<file path="src/rtl/parking_pkg.sv">
// Shared parking-lot definitions: gate FSM encoding, code and occupancy widths.
// Used by the entrance and exit gate controllers and their bus interfaces.
package parking_pkg;

    localparam int unsigned PASS_W = 6;
    localparam int unsigned CNT_W  = 4;

    typedef enum logic [2:0] {
        IDLE    = 3'd0,
        OPENING = 3'd1,
        HOLD    = 3'd2,
        CLOSING = 3'd3,
        LOCKED  = 3'd4
    } gateState_e;

    // True in states where a door motor is driven and the motor timer runs.
    function automatic logic isMotorState(input gateState_e s);
        return (s == OPENING) || (s == CLOSING);
    endfunction

endpackage

</file>
<file path="src/rtl/parking_exit_if.sv">
// Exit-gate bus: car sensor, code strobe, door limit switches and occupancy in;
// motor commands, code/car pulses and alarm out.
//   master : the gate environment (sensors, keypad, motor driver)
//   slave  : the exit controller
interface parking_exit_if;
    import parking_pkg::*;

    logic              exitSen;
    logic              exitPassValid;
    logic [PASS_W-1:0] exitPass;
    logic              doorMaxOpen;
    logic              doorMaxClose;
    logic [CNT_W-1:0]  carNumber;
    logic              doorOpen;
    logic              doorClose;
    logic              okPass;
    logic              wrongPass;
    logic              carOut;
    logic              alarm;

    modport master (
        output exitSen, exitPassValid, exitPass, doorMaxOpen, doorMaxClose, carNumber,
        input  doorOpen, doorClose, okPass, wrongPass, carOut, alarm
    );

    modport slave (
        input  exitSen, exitPassValid, exitPass, doorMaxOpen, doorMaxClose, carNumber,
        output doorOpen, doorClose, okPass, wrongPass, carOut, alarm
    );
endinterface

</file>
<file path="src/rtl/parking_down_counter.sv">
// Loadable down counter that stops at zero; used for gate timers.
//   clk, rstN : clock, async active-low reset
//   load      : load loadVal (wins over en)
//   loadVal   : value to load
//   en        : decrement by one while non-zero
//   zero_c    : count is zero (combinational from the count register)
module parking_down_counter #(
    parameter int unsigned WIDTH = 8
) (
    input  logic             clk,
    input  logic             rstN,
    input  logic             load,
    input  logic [WIDTH-1:0] loadVal,
    input  logic             en,
    output logic             zero_c
);

    logic [WIDTH-1:0] count;

    always_ff @(posedge clk or negedge rstN) begin
        if (!rstN) begin
            count <= '0;
        end else if (load) begin
            count <= loadVal;
        end else if (en && (count != '0)) begin
            count <= count - WIDTH'(1);
        end
    end

    assign zero_c = (count == '0);

endmodule

</file>
<file path="src/rtl/parking_exit.sv">
// Exit-gate controller: checks the exit code, runs the door motor between its
// limit switches, holds the door until the car clears, pulses carOut once per
// door cycle, and locks with an alarm on repeated bad codes or motor faults.
//   clk, rstN : clock, async active-low reset
//   gate      : parking_exit_if.slave bus (all outputs registered)
module parking_exit
    import parking_pkg::*;
#(
    parameter logic [PASS_W-1:0] EXIT_PASS     = 6'd42,
    parameter int unsigned       HOLD_CYCLES   = 16,
    parameter int unsigned       MOTOR_TIMEOUT = 32,
    parameter int unsigned       MAX_TRIES     = 3,
    parameter int unsigned       LOCK_CYCLES   = 64
) (
    input  logic           clk,
    input  logic           rstN,
    parking_exit_if.slave  gate
);

    localparam int unsigned TRY_W   = $clog2(MAX_TRIES + 1);
    localparam int unsigned HOLD_W  = $clog2(HOLD_CYCLES + 1);
    localparam int unsigned MOTOR_W = $clog2(MOTOR_TIMEOUT + 1);
    localparam int unsigned LOCK_W  = $clog2(LOCK_CYCLES + 1);

    localparam logic [TRY_W-1:0] TRY_MAX  = TRY_W'(MAX_TRIES);
    localparam logic [TRY_W-1:0] TRY_LAST = TRY_W'(MAX_TRIES - 1);

    gateState_e       state, stateNxt;
    logic [TRY_W-1:0] tries, triesNxt;
    logic             carOutDone, carOutDoneNxt;
    logic             exitSenQ;
    logic             okPassNxt, wrongPassNxt, carOutNxt;
    logic             holdZero, motorZero, lockZero;
    logic             holdLoad, motorLoad, lockLoad;
    logic             bothLimits, senRise, senFall;

    assign bothLimits = gate.doorMaxOpen && gate.doorMaxClose;
    assign senRise    = gate.exitSen && !exitSenQ;
    assign senFall    = !gate.exitSen && exitSenQ;

    // Timers are loaded with N-1 on entry so a state lasts exactly N cycles.
    assign holdLoad  = (stateNxt == HOLD)   && (state != HOLD);
    assign lockLoad  = (stateNxt == LOCKED) && (state != LOCKED);
    assign motorLoad = isMotorState(stateNxt) && (stateNxt != state);

    parking_down_counter #(.WIDTH(HOLD_W)) u_holdTimer (
        .clk(clk), .rstN(rstN), .load(holdLoad),
        .loadVal(HOLD_W'(HOLD_CYCLES - 1)), .en(state == HOLD), .zero_c(holdZero)
    );

    parking_down_counter #(.WIDTH(MOTOR_W)) u_motorTimer (
        .clk(clk), .rstN(rstN), .load(motorLoad),
        .loadVal(MOTOR_W'(MOTOR_TIMEOUT - 1)), .en(isMotorState(state)), .zero_c(motorZero)
    );

    parking_down_counter #(.WIDTH(LOCK_W)) u_lockTimer (
        .clk(clk), .rstN(rstN), .load(lockLoad),
        .loadVal(LOCK_W'(LOCK_CYCLES - 1)), .en(state == LOCKED), .zero_c(lockZero)
    );

    // Next-state, counters and pulse requests.
    always_comb begin
        stateNxt      = state;
        triesNxt      = tries;
        carOutDoneNxt = carOutDone;
        okPassNxt     = 1'b0;
        wrongPassNxt  = 1'b0;
        carOutNxt     = 1'b0;

        unique case (state)
            IDLE: begin
                if (gate.exitPassValid && gate.exitSen) begin
                    if (gate.carNumber == '0) begin
                        // Nobody can be leaving an empty lot; tries untouched.
                        wrongPassNxt = 1'b1;
                    end else if (gate.exitPass == EXIT_PASS) begin
                        okPassNxt     = 1'b1;
                        triesNxt      = '0;
                        carOutDoneNxt = 1'b0;
                        stateNxt      = OPENING;
                    end else begin
                        wrongPassNxt = 1'b1;
                        triesNxt     = (tries >= TRY_MAX) ? tries : tries + TRY_W'(1);
                        if (tries >= TRY_LAST) begin
                            stateNxt = LOCKED;
                        end
                    end
                end
            end
            OPENING: begin
                if (bothLimits) begin
                    stateNxt = LOCKED;
                end else if (gate.doorMaxOpen) begin
                    stateNxt = HOLD;
                end else if (motorZero) begin
                    stateNxt = LOCKED;
                end
            end
            HOLD: begin
                if (senFall && !carOutDone) begin
                    carOutNxt     = 1'b1;
                    carOutDoneNxt = 1'b1;
                end
                if (holdZero && !gate.exitSen && carOutDone) begin
                    stateNxt = CLOSING;
                end
            end
            CLOSING: begin
                // A car reappearing beats the close limit in the same cycle.
                if (bothLimits) begin
                    stateNxt = LOCKED;
                end else if (senRise) begin
                    stateNxt = OPENING;
                end else if (gate.doorMaxClose) begin
                    stateNxt = IDLE;
                end else if (motorZero) begin
                    stateNxt = LOCKED;
                end
            end
            LOCKED: begin
                if (lockZero) begin
                    stateNxt = IDLE;
                    triesNxt = '0;
                end
            end
            default: begin
                stateNxt = IDLE;
            end
        endcase
    end

    // State and registered outputs; outputs follow the next state so motor
    // commands change in the same cycle as the state.
    always_ff @(posedge clk or negedge rstN) begin
        if (!rstN) begin
            state          <= IDLE;
            tries          <= '0;
            carOutDone     <= 1'b0;
            exitSenQ       <= 1'b0;
            gate.doorOpen  <= 1'b0;
            gate.doorClose <= 1'b0;
            gate.okPass    <= 1'b0;
            gate.wrongPass <= 1'b0;
            gate.carOut    <= 1'b0;
            gate.alarm     <= 1'b0;
        end else begin
            state          <= stateNxt;
            tries          <= triesNxt;
            carOutDone     <= carOutDoneNxt;
            exitSenQ       <= gate.exitSen;
            gate.doorOpen  <= (stateNxt == OPENING);
            gate.doorClose <= (stateNxt == CLOSING);
            gate.okPass    <= okPassNxt;
            gate.wrongPass <= wrongPassNxt;
            gate.carOut    <= carOutNxt;
            gate.alarm     <= (stateNxt == LOCKED);
        end
    end

endmodule
</file>
<file path="src/flat_wrapper.sv">
// flat-port wrapper written by rule: the top's interface ports become plain ports
module parking_exit_flat import parking_pkg::*;
#(
    parameter logic [PASS_W-1:0] EXIT_PASS     = 6'd42,
    parameter int unsigned       HOLD_CYCLES   = 16,
    parameter int unsigned       MOTOR_TIMEOUT = 32,
    parameter int unsigned       MAX_TRIES     = 3,
    parameter int unsigned       LOCK_CYCLES   = 64
)
  (clk, rstN, gate_exitSen, gate_exitPassValid, gate_exitPass, gate_doorMaxOpen, gate_doorMaxClose, gate_carNumber, gate_doorOpen, gate_doorClose, gate_okPass, gate_wrongPass, gate_carOut, gate_alarm);
  parking_exit_if gate_i ();
  input  logic clk;
  input  logic rstN;
  input wire logic [$bits(gate_i.exitSen)-1:0] gate_exitSen;
  input wire logic [$bits(gate_i.exitPassValid)-1:0] gate_exitPassValid;
  input wire logic [$bits(gate_i.exitPass)-1:0] gate_exitPass;
  input wire logic [$bits(gate_i.doorMaxOpen)-1:0] gate_doorMaxOpen;
  input wire logic [$bits(gate_i.doorMaxClose)-1:0] gate_doorMaxClose;
  input wire logic [$bits(gate_i.carNumber)-1:0] gate_carNumber;
  output wire logic [$bits(gate_i.doorOpen)-1:0] gate_doorOpen;
  output wire logic [$bits(gate_i.doorClose)-1:0] gate_doorClose;
  output wire logic [$bits(gate_i.okPass)-1:0] gate_okPass;
  output wire logic [$bits(gate_i.wrongPass)-1:0] gate_wrongPass;
  output wire logic [$bits(gate_i.carOut)-1:0] gate_carOut;
  output wire logic [$bits(gate_i.alarm)-1:0] gate_alarm;
  assign gate_i.exitSen = gate_exitSen;
  assign gate_i.exitPassValid = gate_exitPassValid;
  assign gate_i.exitPass = gate_exitPass;
  assign gate_i.doorMaxOpen = gate_doorMaxOpen;
  assign gate_i.doorMaxClose = gate_doorMaxClose;
  assign gate_i.carNumber = gate_carNumber;
  assign gate_doorOpen = gate_i.doorOpen;
  assign gate_doorClose = gate_i.doorClose;
  assign gate_okPass = gate_i.okPass;
  assign gate_wrongPass = gate_i.wrongPass;
  assign gate_carOut = gate_i.carOut;
  assign gate_alarm = gate_i.alarm;
  parking_exit #(.EXIT_PASS(EXIT_PASS), .HOLD_CYCLES(HOLD_CYCLES), .MOTOR_TIMEOUT(MOTOR_TIMEOUT), .MAX_TRIES(MAX_TRIES), .LOCK_CYCLES(LOCK_CYCLES)) u_core (.clk(clk), .rstN(rstN), .gate(gate_i));
endmodule
</file>
<file path="config.mk">
export PLATFORM = sky130hd
export DESIGN_NAME = parking_exit_flat
export DESIGN_NICKNAME = d
export VERILOG_FILES = /design/src/rtl/parking_pkg.sv /design/src/rtl/parking_exit_if.sv /design/src/rtl/parking_down_counter.sv /design/src/rtl/parking_exit.sv /design/src/flat_wrapper.sv
export SDC_FILE = /design/constraint.sdc
export NUM_CORES = 1
export LEC_CHECK = 0
export ABC_AREA = 1
export CAP_MARGIN = 20
export CORE_UTILIZATION = 30
export CTS_CLUSTER_SIZE = 28
export DETAILED_ROUTE_END_ITERATION = 10
export DONT_BUFFER_PORTS = 1
export GPL_ROUTABILITY_DRIVEN = 0
export PLACE_DENSITY_LB_ADDON = 0.05
export SYNTH_ARGS = -nofsm -noshare
export SYNTH_HDL_FRONTEND = slang
export SYNTH_SLANG_ARGS = --single-unit
</file>
<file path="constraint.sdc">
create_clock -name clk -period 1.45 [get_ports clk]
set_input_delay 0.145 -clock clk [delete_from_list [all_inputs] [get_ports clk]]
set_output_delay 0.145 -clock clk [all_outputs]
set_load 0.02 [all_outputs]
</file>
==> metrics <==
outcome completed; Worst Path Required around 1600 ps; first-pass GRT wire length 6.320 mm; # diodes 0; skew final roughly 6.8 ps; worst hold slack between 30 and 40 ps; Layout area overhead 33.23%; hold wc startpoint gate_exitSen; register area share after synthesis 0.4651; Worst setup SP type flip-flop; Mapped Avg Cell Area roughly 8 um^2; Max Root-Sink Buffers 2; H-tree Lvls 2; commonest non-fill, non-tap cell in the layout nand2_1; slack of the worst reg-to-reg path roughly 86 ps; Worst Path Max Fanout 5; Worst Path Arrival approximately 1500 ps; Hold Path Class in2reg; Die Ht 76.56 um; Synth area leaders dfrtp_1 (47%), nand2_1 (12%), nor2_1 (6.5%); most frequent cells in the layout nand2_1 (45), dfrtp_1 (29), buf_4 (23); RSZ-0062 raised after global routing yes; vias after detailed routing 1400; 1st-pass router iterations 3; maximum VDD drop about 400 uV; Synth area leader dfrtp_1; fin. max-slew vios 0; relative slew slack 0.8310; Via density about 4.5; initial antenna violation count 0; WL/cell 11.50 um; P_leak between 0.9 and 1 nW; Max Freq approximately 0.73 GHz; Layout Utilization 0.4243; Tot Pwr about 0.0024 W; clock sinks 31; Tcrit/Tclk final 0.9408; starting density of the core 0.3184; Least-Margin Pin Slew around 250 ps; Post-Syn Area 1668 um^2; CTS clk-pin slew, worst paths about 60 ps; total CTS buffers 5; placed inst area between 1500 and 2000 um^2; I/O pins 22; Rows 26; CP endpoint kind flip-flop; Syn Nets between 200 and 250; Die Area approximately 5900 um^2; Final nets approximately 270; Routed Antenna Nets 0; Synth Instances 209; setup TNS 0 ps; latest clock arrival within the worst-skew pair between 200 and 300 ps; GRT Total Usage 0.1363; total grt overflow 0; Iter 0 DRT Violations 43; fin area about 2200 um^2; Synth Warn # 0; Die Width 76.56 um; Yosys top cell area share 0.4651; minimum clock period about 1400 ps; Synth Register Bits 31; Remaining DRCs 0; max-cap check violation count 0; dpl hpwl 2.622 mm; clock root buffer clkbuf_8; core area between 5000 and 6000 um^2; WL final 3.598 mm; worst r2r src u_core.state[1]; vias in the first global route ~1400; Worst Path Class, Setup reg2reg; Fin. Hold Viols 0; CP startpoint u_core.state[1]; CTS tree done; Synth cell types 26; final setup vio count 0; IO Port Bufs 0; fraction of layout cells with a size suffix above 1 0.3292; largest net degree at the start of global routing 32; cell area power density ~1100 nW/um^2
[synth_stat cells (all sizes together)]
cell	count
ha	5
nor2	31
and2	1
nand3b	1
nand4	4
nand3	17
xor2	8
o22ai	1
inv	28
nand2	57
o211ai	1
a21oi	5
a21boi	1
o21ai	7
xnor2	4
or2	1
dfrtp	31
nor3	6
[layer usage]
layer / up-vias / GRT usage / part of all wire
li1: 725 / - / -
met4: 0 / 0.05192 / 0.016
met2: 21 / 0.2306 / 0.48
met5: - / 0 / 0
met3: 5 / 0.03952 / 0.035
met1: 649 / 0.1624 / 0.47
[worst max-delay path, cell delays in order, from the launching register on]
cell	delay, ps
dfrtp_1	390
inv_2	120
nor3_2	50
buf_4	160
nand3_2	60
nand2_1	60
nor2_2	140
nand2_2	110
nand2_4	110
nand2_1	50
[sequential cells by signal, summed over array words and instances, names as in the netlist]
name and cells:
u_core.exitSenQ 1, u_core.gate.wrongPass 1, u_core.state 3, u_core.gate.doorClose 1, u_core.carOutDone 1, u_core.tries 2
u_core.gate.okPass 1, u_core.gate.carOut 1, u_core.u_holdTimer.count 5, u_core.gate.doorOpen 1, u_core.u_lockTimer.count 7, u_core.gate.alarm 1
u_core.u_motorTimer.count 6
[area by class of cell]
type,count,area (um^2)
Multi-Input combinational cell,150,940.9
Inverter,28,107.6
Fill cell,540,3015
Timing Repair Buffer,28,235.2
Tap cell,70,87.58
Sequential cell,31,778.2
Clock buffer,6,72.57
[kinds of logic after synthesis]
family          after synthesis  share of synthesized area
flops                        31                     0.4651
buf+inv                      28                    0.06302
fa+ha+maj                     5                    0.03751
xor+xnor                     12                    0.06302
compound gates               15                    0.05101
simple gates                118                     0.3203
[power breakdown]
| group | switching (W) | internal [W] |
|---|---|---|
| Combinational | 0.000368 | 0.000323 |
| Sequential | 0.000119 | 0.000982 |
| Clock | 0.000309 | 0.000320 |
| Total | 0.000796 | 0.00162 |
[through the flow]
stage,setup WS [ps],cells
floorplan,52.62,209
detailed placement,-45.82,300
finish,85.80,313
global route,-9.084,313
CTS,17.81,309
global placement,4.396,300
[final timing paths]
check / to / cells after the start
setup / recovery: u_core.u_motorTimer.count[1] / 9
hold / removal: u_core.gate.carOut / 3
setup reg to reg: u_core.u_motorTimer.count[1] / 9
hold reg to reg: u_core.tries[0] / 2
max in group asynchronous: u_core.state[0] / 2
min in group asynchronous: u_core.u_lockTimer.count[4] / 2
[what timing repair did]
action,in CTS,in global routing
gates cloned,0,0
hold buffers,3,0
buffers inserted,0,4
endpoints found under the hold margin,32,0
pin swaps,0,8
gates resized for setup,6,43
setup endpoints to repair,11,21
(Power assumes the default switching activity.)
